### src/rtl/borrow_lookahead_subtractor_pipe.sv
// Pipelined WIDTH-bit subtractor: diff = a - b - borrow_in, one GROUP-bit
// borrow look-ahead slice resolved per stage, valid/ready stream in and out.
module borrow_lookahead_subtractor_pipe #(
   parameter int unsigned WIDTH = 16,
   parameter int unsigned GROUP = 4
) (
   input  logic             clk,
   input  logic             rst,
   input  logic             in_valid,
   output logic             in_ready,
   input  logic [WIDTH-1:0] a,
   input  logic [WIDTH-1:0] b,
   input  logic             borrow_in,
   output logic             out_valid,
   input  logic             out_ready,
   output logic [WIDTH-1:0] diff,
   output logic             borrow_out,
   output logic             overflow
);

   localparam int unsigned STAGES = WIDTH / GROUP;
   localparam int unsigned MSB    = WIDTH - 1;

   // One slice: every borrow is a flat sum-of-products of g/p and the slice
   // borrow-in, so no borrow depends on another borrow inside the slice.
   // Returns {borrow_out, diff_bits}.
   function automatic logic [GROUP:0] slice_sub(input logic [GROUP-1:0] x,
                                                input logic [GROUP-1:0] y,
                                                input logic             bw0);
      logic [GROUP-1:0] g;
      logic [GROUP-1:0] p;
      logic [GROUP:0]   bw;
      logic             term;
      g     = ~x & y;
      p     = ~(x ^ y);
      bw    = '0;
      bw[0] = bw0;
      for (int unsigned i = 1; i <= GROUP; i++) begin
         term = bw0;
         for (int unsigned m = 0; m < i; m++) term = term & p[m];
         bw[i] = term;
         for (int unsigned j = 0; j < i; j++) begin
            term = g[j];
            for (int unsigned m = j + 1; m < i; m++) term = term & p[m];
            bw[i] = bw[i] | term;
         end
      end
      return {bw[GROUP], x ^ y ^ bw[GROUP-1:0]};
   endfunction

   logic advance;

   // Stage registers
   logic             valid_q [STAGES];
   logic [WIDTH-1:0] diff_q  [STAGES];
   logic             bw_q    [STAGES];
   logic [WIDTH-1:0] opa_q   [STAGES];
   logic [WIDTH-1:0] opb_q   [STAGES];
   logic             sa_q    [STAGES];
   logic             sb_q    [STAGES];
   logic             ovf_q;

   // Per-stage inputs (previous stage or the operand port) and results
   logic             src_valid [STAGES];
   logic [WIDTH-1:0] src_diff  [STAGES];
   logic             src_bw    [STAGES];
   logic [WIDTH-1:0] src_a     [STAGES];
   logic [WIDTH-1:0] src_b     [STAGES];
   logic             src_sa    [STAGES];
   logic             src_sb    [STAGES];
   logic [GROUP:0]   slice_res [STAGES];
   logic [WIDTH-1:0] nxt_diff  [STAGES];
   logic             nxt_bw    [STAGES];
   logic             nxt_ovf;

   assign out_valid  = valid_q[STAGES-1];
   assign diff       = diff_q[STAGES-1];
   assign borrow_out = bw_q[STAGES-1];
   assign overflow   = ovf_q;
   assign advance    = out_ready | ~out_valid;
   assign in_ready   = advance & ~rst;

   // Select what each stage consumes: stage 0 takes the port, others the prior stage
   always_comb begin
      src_valid[0] = in_valid & in_ready;
      src_diff[0]  = '0;
      src_bw[0]    = borrow_in;
      src_a[0]     = a;
      src_b[0]     = b;
      src_sa[0]    = a[MSB];
      src_sb[0]    = b[MSB];
      for (int unsigned k = 1; k < STAGES; k++) begin
         src_valid[k] = valid_q[k-1];
         src_diff[k]  = diff_q[k-1];
         src_bw[k]    = bw_q[k-1];
         src_a[k]     = opa_q[k-1];
         src_b[k]     = opb_q[k-1];
         src_sa[k]    = sa_q[k-1];
         src_sb[k]    = sb_q[k-1];
      end
   end

   // Resolve slice k in stage k; overflow is formed alongside the MSB slice
   always_comb begin
      nxt_ovf = 1'b0;
      for (int unsigned k = 0; k < STAGES; k++) begin
         slice_res[k] = slice_sub(src_a[k][GROUP-1:0], src_b[k][GROUP-1:0], src_bw[k]);
         nxt_diff[k]  = src_diff[k];
         nxt_diff[k][k*GROUP +: GROUP] = slice_res[k][GROUP-1:0];
         nxt_bw[k]    = slice_res[k][GROUP];
      end
      nxt_ovf = (src_sa[STAGES-1] != src_sb[STAGES-1]) &
                (nxt_diff[STAGES-1][MSB] != src_sa[STAGES-1]);
   end

   // Pipeline shift; data only loads with a valid beat so empty slots keep old values
   always_ff @(posedge clk) begin
      if (rst) begin
         for (int unsigned k = 0; k < STAGES; k++) begin
            valid_q[k] <= 1'b0;
            diff_q[k]  <= '0;
            bw_q[k]    <= 1'b0;
            opa_q[k]   <= '0;
            opb_q[k]   <= '0;
            sa_q[k]    <= 1'b0;
            sb_q[k]    <= 1'b0;
         end
         ovf_q <= 1'b0;
      end else if (advance) begin
         for (int unsigned k = 0; k < STAGES; k++) begin
            valid_q[k] <= src_valid[k];
            if (src_valid[k]) begin
               diff_q[k] <= nxt_diff[k];
               bw_q[k]   <= nxt_bw[k];
               opa_q[k]  <= src_a[k] >> GROUP;
               opb_q[k]  <= src_b[k] >> GROUP;
               sa_q[k]   <= src_sa[k];
               sb_q[k]   <= src_sb[k];
            end
         end
         if (src_valid[STAGES-1]) ovf_q <= nxt_ovf;
      end
   end

endmodule
### config.mk
export PLATFORM = sky130hd
export DESIGN_NAME = borrow_lookahead_subtractor_pipe
export DESIGN_NICKNAME = d
export VERILOG_FILES = /design/src/rtl/borrow_lookahead_subtractor_pipe.sv
export SDC_FILE = /design/constraint.sdc
export NUM_CORES = 1
export LEC_CHECK = 0
export ABC_AREA = 0
export BUFFER_PORTS_ARGS = -buffer_cell sky130_fd_sc_hd__buf_2
export CAP_MARGIN = 20
export CORE_UTILIZATION = 55
export CTS_CLUSTER_DIAMETER = 80
export DETAILED_ROUTE_END_ITERATION = 8
export PLACE_DENSITY = 0.76
export SLEW_MARGIN = 15
export SYNTH_ARGS = -nofsm -noshare
export SYNTH_HDL_FRONTEND = slang
export SYNTH_SLANG_ARGS = --single-unit
### constraint.sdc
create_clock -name clk -period 4.13 [get_ports clk]
set_clock_uncertainty 0.05 [all_clocks]
set_input_delay 0.2065 -clock clk [delete_from_list [all_inputs] [get_ports clk]]
set_output_delay 0.2065 -clock clk [all_outputs]
set_load 0.02 [all_outputs]
==> impl_results.md, run 1 <==
- Status: complete, no violations
- PortBufs: 56
- Leading cell type in the layout, fill and taps excluded: edfxtp_1
- Internal power: 0.001507 W
- Final non-filler cell total: 465
- FF-to-FF path depth: 5
- Via count: 2343
- PostCTS Resize Cnt: 0
- Critical path endpoint: in_ready
- Die span in x: 91.44 um
- Nets: 419
- Pin count of the biggest net entering global routing: 80
- H-tree depth: 3
- Cells after Synth: 320
- WP data required: 3.87 ns
- Fillers: 592
- Critical Path Stages: 4
- Slew Viols, Final: 0
- Post-Place Cells: 449
- Top-level I/O count: 57
- Hold path start: a[7]
- # rows: 32
- Yosys cell types: 24
- Crit Path Class: flip-flop to primary output
- Comb pwr share: 9.8%
- Area delta synth->final: 9.699%
- Hold slack: 0.09997 ns
- Max Cap Violations: 0
- Largest delay contributor family on the critical path: buffers and inverters
- Final Critical Period: 2.128 ns
- CP max stage delay: 0.51 ns
- Clock tree from TritonCTS: built
- Setup Buffers After CTS: 0
- Starting Density: 56.93%
- First-pass GRT wire length: 9.942 mm
- RSZ-0062 raised after global routing: false
- Post-Syn Area: 4399 sq um
- Setup_tns: 0 ns
- Skew-Pair Late Insertion Delay: 0.36 ns
- Die Ht: 91.44 um
- Net Switching: 0.0004405 W
- Setup slack, reg-to-reg: 2.19 ns
- DRT antenna net count: 0
- Num Clock Sinks: 97
- R2R Path Start: valid_q[0][3]
- Largest cells by area after synthesis: edfxtp_1 (66%), and3_1 (11%), ha_1 (5.7%)
- Initial antenna violation count: 0
- Cells along the critical path: nand2b_4, and2b_2, buf_4, buf_2
- WL/cell: 12.64 um
- Multi-input gate area: 1204 sq um
- Setup crit start: valid_q[0][3]
- PD cells: 403.7 nW/um^2
- CTS Root Buffer Type: clkbuf_8
- Worst EP arrival: 1.87 ns
- Clock Pin Slew Worst Setup and Hold Paths: 0.09 ns
- Switch share: 22.61%
- CTS hold repair buffers: 0
- Avg Cell Area, Syn: 13.75 sq um
- Period utilisation layout: 51.52%
- Synth area leader: edfxtp_1
- Yosys reg bits: 97
- Fin. Hold Viols: 0
- Core area: 7727 sq um
- # DRC: 0
- Setup crit end kind: primary output
- Final setup margin: 2.002 ns
- Pre-CTS setup slack: 2.181 ns
- Flop pwr share: 60.1%
- VDD IR max: 0.2050 mV
- RD Place Congestion: 0.6965
- Total GRT Usage: 15.60%
- Area share of the leading cell type in the synthesized netlist: 65.53%
- Yosys warnings: 0
- F_max: 469.9 MHz
- Slew margin rel.: 40.02%
- Ant diodes: 0
- WL final: 5.879 mm
- Slowest cell on the critical path: buf_4
- Syn nets: 381
- Number of global-route vias before repair: 2234
- Actual slew at the worst max-slew pin: 0.8997 ns
- Grt total ovfl: 0
- Reg2reg end: opa_q[0][4]
- Placed wire-length estimate: 4.054 mm
- Die area: 8360 sq um
- Area post-placement: 4638 sq um
- WP buf/inv: 2
- Longest Clk Path Bufs: 2
- 1st-iter DRT viols: 124
- Final Cell Area: 4826 sq um
- Setup Viol. Count Final: 0
- Leak: 2.276 nW
- Worst setup SP type: flip-flop
- Worst Hold Class: primary input to flip-flop
- 1st-pass router iterations: 4
- Post-synthesis sequential area ratio: 65.98%
- Fraction of layout instances using a drive strength above 1: 21.21%
- Commonest cells after routing, fill and taps aside: edfxtp_1 (96), and3_1 (75), buf_2 (56)
- Clock power share: 30.1%
- FF/Latch Area: 2903 sq um
- Crit-path max FO: 79
- CTS buffer count: 9
- Post-DR vias/cell: 5.039
==> cells by family (layout without fill, tap and decap cells) <==
family / after synthesis / in the layout / share of synthesized area, %
AOI/OAI and AO/OA: 20 / 20 / 3.157
xor gates and xnor gates: 13 / 13 / 2.588
adders and majority gates: 24 / 24 / 7.509
buffers and inverters: 58 / 101 / 6.684
DFF: 97 / 97 / 65.98
and+or+nand+nor: 108 / 108 / 14.08
==> routing by layer <==
layer	track usage [%]	routed length [um]
met1	19.52	2656
met3	2.680	286
met2	25.06	2775
met5	0	0
met4	10.19	161
==> worst min path at each step <==
stage                  endpoint  slack, ns  depth (start not counted)
finish              opa_q[0][3]        0.1                          2
global route        opa_q[0][3]       0.09                          2
floorplan           opb_q[0][0]       0.38                          1
detailed placement     overflow       0.42                          2
CTS                 opa_q[0][3]       0.08                          2
global placement       overflow       0.42                          2
==> state kept, by name, indices dropped and copies added (netlist names) <==
signal,cells
opa_q,22
valid_q,4
diff_q,40
sa_q,2
overflow,1
sb_q,2
bw_q,4
opb_q,22
==> metrics by stage <==
step | utilization (%) | power, W
after global placement | 59.83 | 0.001376
after CTS | 62.45 | 0.001967
after floorplan | - | 0.001339
final | 62.45 | 0.001948
after detailed placement | 60.02 | 0.001386
after global routing | 62.45 | 0.002025
==> layout make-up <==
cell class	count	area share, %
well taps	102	2.645
clock inverters	5	1.167
multi-input cells	165	24.94
repair buffers	58	6.274
flip-flops and latches	97	60.15
clock buffers	11	2.722
inverters	27	2.100
==> cell usage after synthesis, drive strengths merged <==
library cell,number
xnor2,8
a21oi,8
o21a,4
edfxtp,96
or2,1
clkbuf,12
inv,27
nor2,21
a21o,3
xor2,5
o32ai,1
fa,4
dfxtp,1
and2b,1
nand2b,2
and3,75
nand2,8
o211ai,4
buf,19
ha,20
==> power by group through the flow <==
stage          clock network [W]  logic [W]  registers, W
2_1_floorplan                  0   0.000154       0.00118
5_1_grt                 0.000632   0.000216       0.00118
6_report                0.000587   0.000190       0.00117
4_1_cts                 0.000603   0.000193       0.00117
3_3_place_gp                   0   0.000184       0.00119
3_5_place_dp                   0   0.000192       0.00119
Power figures use the tool's default switching activity.
==> run 2: changes to the inputs <==
Settings changed: ABC_AREA 0 to 1.
Clock period 4.13 ns to 2 ns, I/O delays scaled along.
==> run 2 against run 1 <==
Net effect: combinational power rose to 2.6 times the previous value; worst setup slack worse by 1.8 ns; first-iteration DRC count is 54% lower; final cell count grew 26%; sequential power up 110%; sequential share of layout area is 5.3 points lower; design area is 9.6% higher; utilization rose by 4.6 points.
==> impl_results.md, run 2 <==
- Final Cell Area: 5289 sq um (+9.6%)
- WL/cell: 10.46 um (-17%)
- Post-synthesis sequential area ratio: 63.16% (-2.8 points)
- Via count: 2607 (+11%)
- Max Cap Violations: 0 (unchanged)
- Biggest regs: diff_q: 40 flops, opa_q: 22 flops, opb_q: 22 flops
- Setup Viol. Count Final: 0 (unchanged)
- F_max: 571.3 MHz
- Longest Clk Path Bufs: 2 (unchanged)
- Yosys cell types: 23 (-4.2%)
- Synth area leader: edfxtp_1
- Die area: 8725 sq um (+4.4%)
- WL final: 6.151 mm (+4.6%)
- Area post-placement: 4858 sq um (+4.7%)
- Die span in x: 93.41 um (+2.2%)
- Final non-filler cell total: 588 (+26%)
- Num Clock Sinks: 97 (unchanged)
- Commonest cells post-synth: inv_1 (117), edfxtp_1 (96), nor2_1 (78)
- Worst EP arrival: 1.81 ns (-0.06 ns)
- Yosys reg bits: 97 (unchanged)
- Area share of the leading cell type in the synthesized netlist: 62.73% (-2.8 points)
- Count leader, synth: inv_1
- Post-Place Cells: 551 (+23%)
- RSZ-0062 raised after global routing: false
- Leak: 2.465 nW (+8.3%)
- Slew Viols, Final: 0 (unchanged)
- H-tree depth: 3 (unchanged)
- Asr flop ratio synth: 0% (unchanged)
- Syn nets: 473 (+24%)
- Die Ht: 93.41 um (+2.2%)
- Number of global-route vias before repair: 2473 (+11%)
- Commonest cells after routing, fill and taps aside: inv_1 (117), edfxtp_1 (96), nor2_1 (78)
- Post-synth EDFFs: 96 (unchanged)
- Crit Path Class: flip-flop to flip-flop
- Setup_tns: 0 ns (unchanged)
- Setup crit end kind: flip-flop
- Final Critical Period: 1.751 ns
- Grt total ovfl: 0 (unchanged)
- PostCTS Resize Cnt: 0 (unchanged)
- PortBufs: 56 (unchanged)
- Largest register FFs: 40 (unchanged)
- RD Place Congestion: 0.7476 (+7.3%)
- PD cells: 812.5 nW/um^2 (+100%)
- Ant diodes: 0 (unchanged)
- CTS buffer count: 9 (unchanged)
- Pin count of the biggest net entering global routing: 30 (-63%)
- Crit-path max FO: 3 (-96%)
- Actual slew at the worst max-slew pin: 0.2931 ns (-0.6066 ns)
- 1st-pass router iterations: 4 (unchanged)
- VDD IR max: 0.4170 mV (+100%)
- Cells after Synth: 412 (+29%)
- DRT antenna net count: 0 (unchanged)
- Fin. Hold Viols: 0 (unchanged)
- Fraction of layout instances using a drive strength above 1: 19.34% (-1.9 points)
- Total GRT Usage: 16.02% (+0.42 points)
- Leading cell type in the layout, fill and taps excluded: inv_1
- # DRC: 0 (unchanged)
- Area delta synth->final: 15.08%
- 1st-iter DRT viols: 57 (-54%)
- Top-level I/O count: 57 (unchanged)
- Fillers: 572 (-3.4%)
- Nets: 542 (+29%)
- Total power: 0.004297 W (+120%)
- Setup Buffers After CTS: 0 (unchanged)
- Worst Hold Class: primary input to flip-flop
- Hold slack: 0.02219 ns (-0.07778 ns)
- Core area: 7888 sq um (+2.1%)
- Yosys warnings: 0 (unchanged)
- Status: complete, no violations
- Clock Pin Slew Worst Setup and Hold Paths: 0.09 ns (about the same)
- # rows: 32 (unchanged)
- Main synth FF type: edfxtp_1
- Starting Density: 58.26% (+1.3 points)
- FF/Latch Area: 2903 sq um (unchanged)
- Multi-input gate area: 1042 sq um (-13%)
- Largest cells by area after synthesis: edfxtp_1 (63%), inv_1 (9.6%), nor2_1 (6.4%)
- CTS hold repair buffers: 21 (+21)
- CTS Root Buffer Type: clkbuf_8
- Post-DR vias/cell: 4.434 (-12%)
- Clock tree from TritonCTS: built
- Post-Syn Area: 4596 sq um (+4.5%)
- First-pass GRT wire length: 10.46 mm (+5.2%)
- Slew margin rel.: 80.46% (+40 points)
- Period utilisation layout: 87.53%
- Placed wire-length estimate: 4.078 mm (+0.58%)
- WP data required: 2.06 ns (-1.81 ns)
- Most flop-heavy register: diff_q
- Skew-Pair Late Insertion Delay: 0.36 ns (about the same)
- Avg Cell Area, Syn: 11.15 sq um (-19%)
- Initial antenna violation count: 0 (unchanged)
- Worst setup SP type: flip-flop
run 2: cell types whose count changed after synthesis, moves of 10 or more:
| cell | previous run | this run |
|---|---|---|
| and3_1 | 75 | 0 |
| clkbuf_1 | 12 | 0 |
| inv_1 | 27 | 117 |
| nand2_1 | 7 | 25 |
| nand3_1 | 0 | 10 |
| nor2_1 | 21 | 78 |
run 2: through the flow:
step                worst slack (ns)  utilization, %
floorplan                    0.07825               -
global placement              0.3700           61.60
detailed placement            0.3046           61.60
CTS                           0.2713           67.05
global route                  0.1608           67.05
finish                        0.2495           67.05
run 2: cell type report:
cell class / instances / area share [%]
inverters: 118 / 8.375
clock inverters: 6 / 1.751
clock buffers: 10 / 2.413
repair buffers: 82 / 10.46
well taps: 102 / 2.413
flip-flops and latches: 97 / 54.89
multi-input cells: 173 / 19.71
run 2: worst paths after layout:
| path | start | endpoint | slack [ns] | cells past startpoint |
|---|---|---|---|---|
| min reg2reg | overflow | overflow | 0.43 | 2 |
| min | b[4] | opb_q[0][0] | 0.02 | 3 |
| max reg2reg | opa_q[0][0] | diff_q[0][23] | 0.25 | 9 |
| max | opa_q[0][0] | diff_q[0][23] | 0.25 | 9 |
run 2: kinds of logic after synthesis:
| kind of cell | share of synthesized area, % |
|---|---|
| AO/OA/AOI/OAI | 1.797 |
| adder cells (fa/ha/maj) | 7.188 |
| buffers and inverters | 14.21 |
| XOR/XNOR | 0.7625 |
| flip-flops | 63.16 |
| AND/OR/NAND/NOR | 12.88 |
run 2: critical path, cell delays in order, from the launching register on:
cell	delay [ns]
edfxtp_1	0.43
inv_1	0.09
ha_1	0.22
ha_1	0.20
nand2_1	0.06
nand3b_1	0.10
nand2_1	0.12
nand2_1	0.08
nand2_1	0.08
a21oi_1	0.06
run 2: power breakdown:
part	total, W	switching [W]	internal, W
sequential	0.00243	0.0000433	0.00239
combinational	0.000489	0.000288	0.000201
clock	0.00138	0.000670	0.000709
total	0.00430	0.00100	0.00330
run 2: layer usage:
layer / track usage [%] / routed length, um / up-vias
met2: 26.53 / 2963 / 64
met5: 0 / 0 / -
met1: 19.57 / 2763 / 1152
met3: 3.171 / 268 / 11
li1: - / - / 1380
met4: 9.231 / 155 / 0
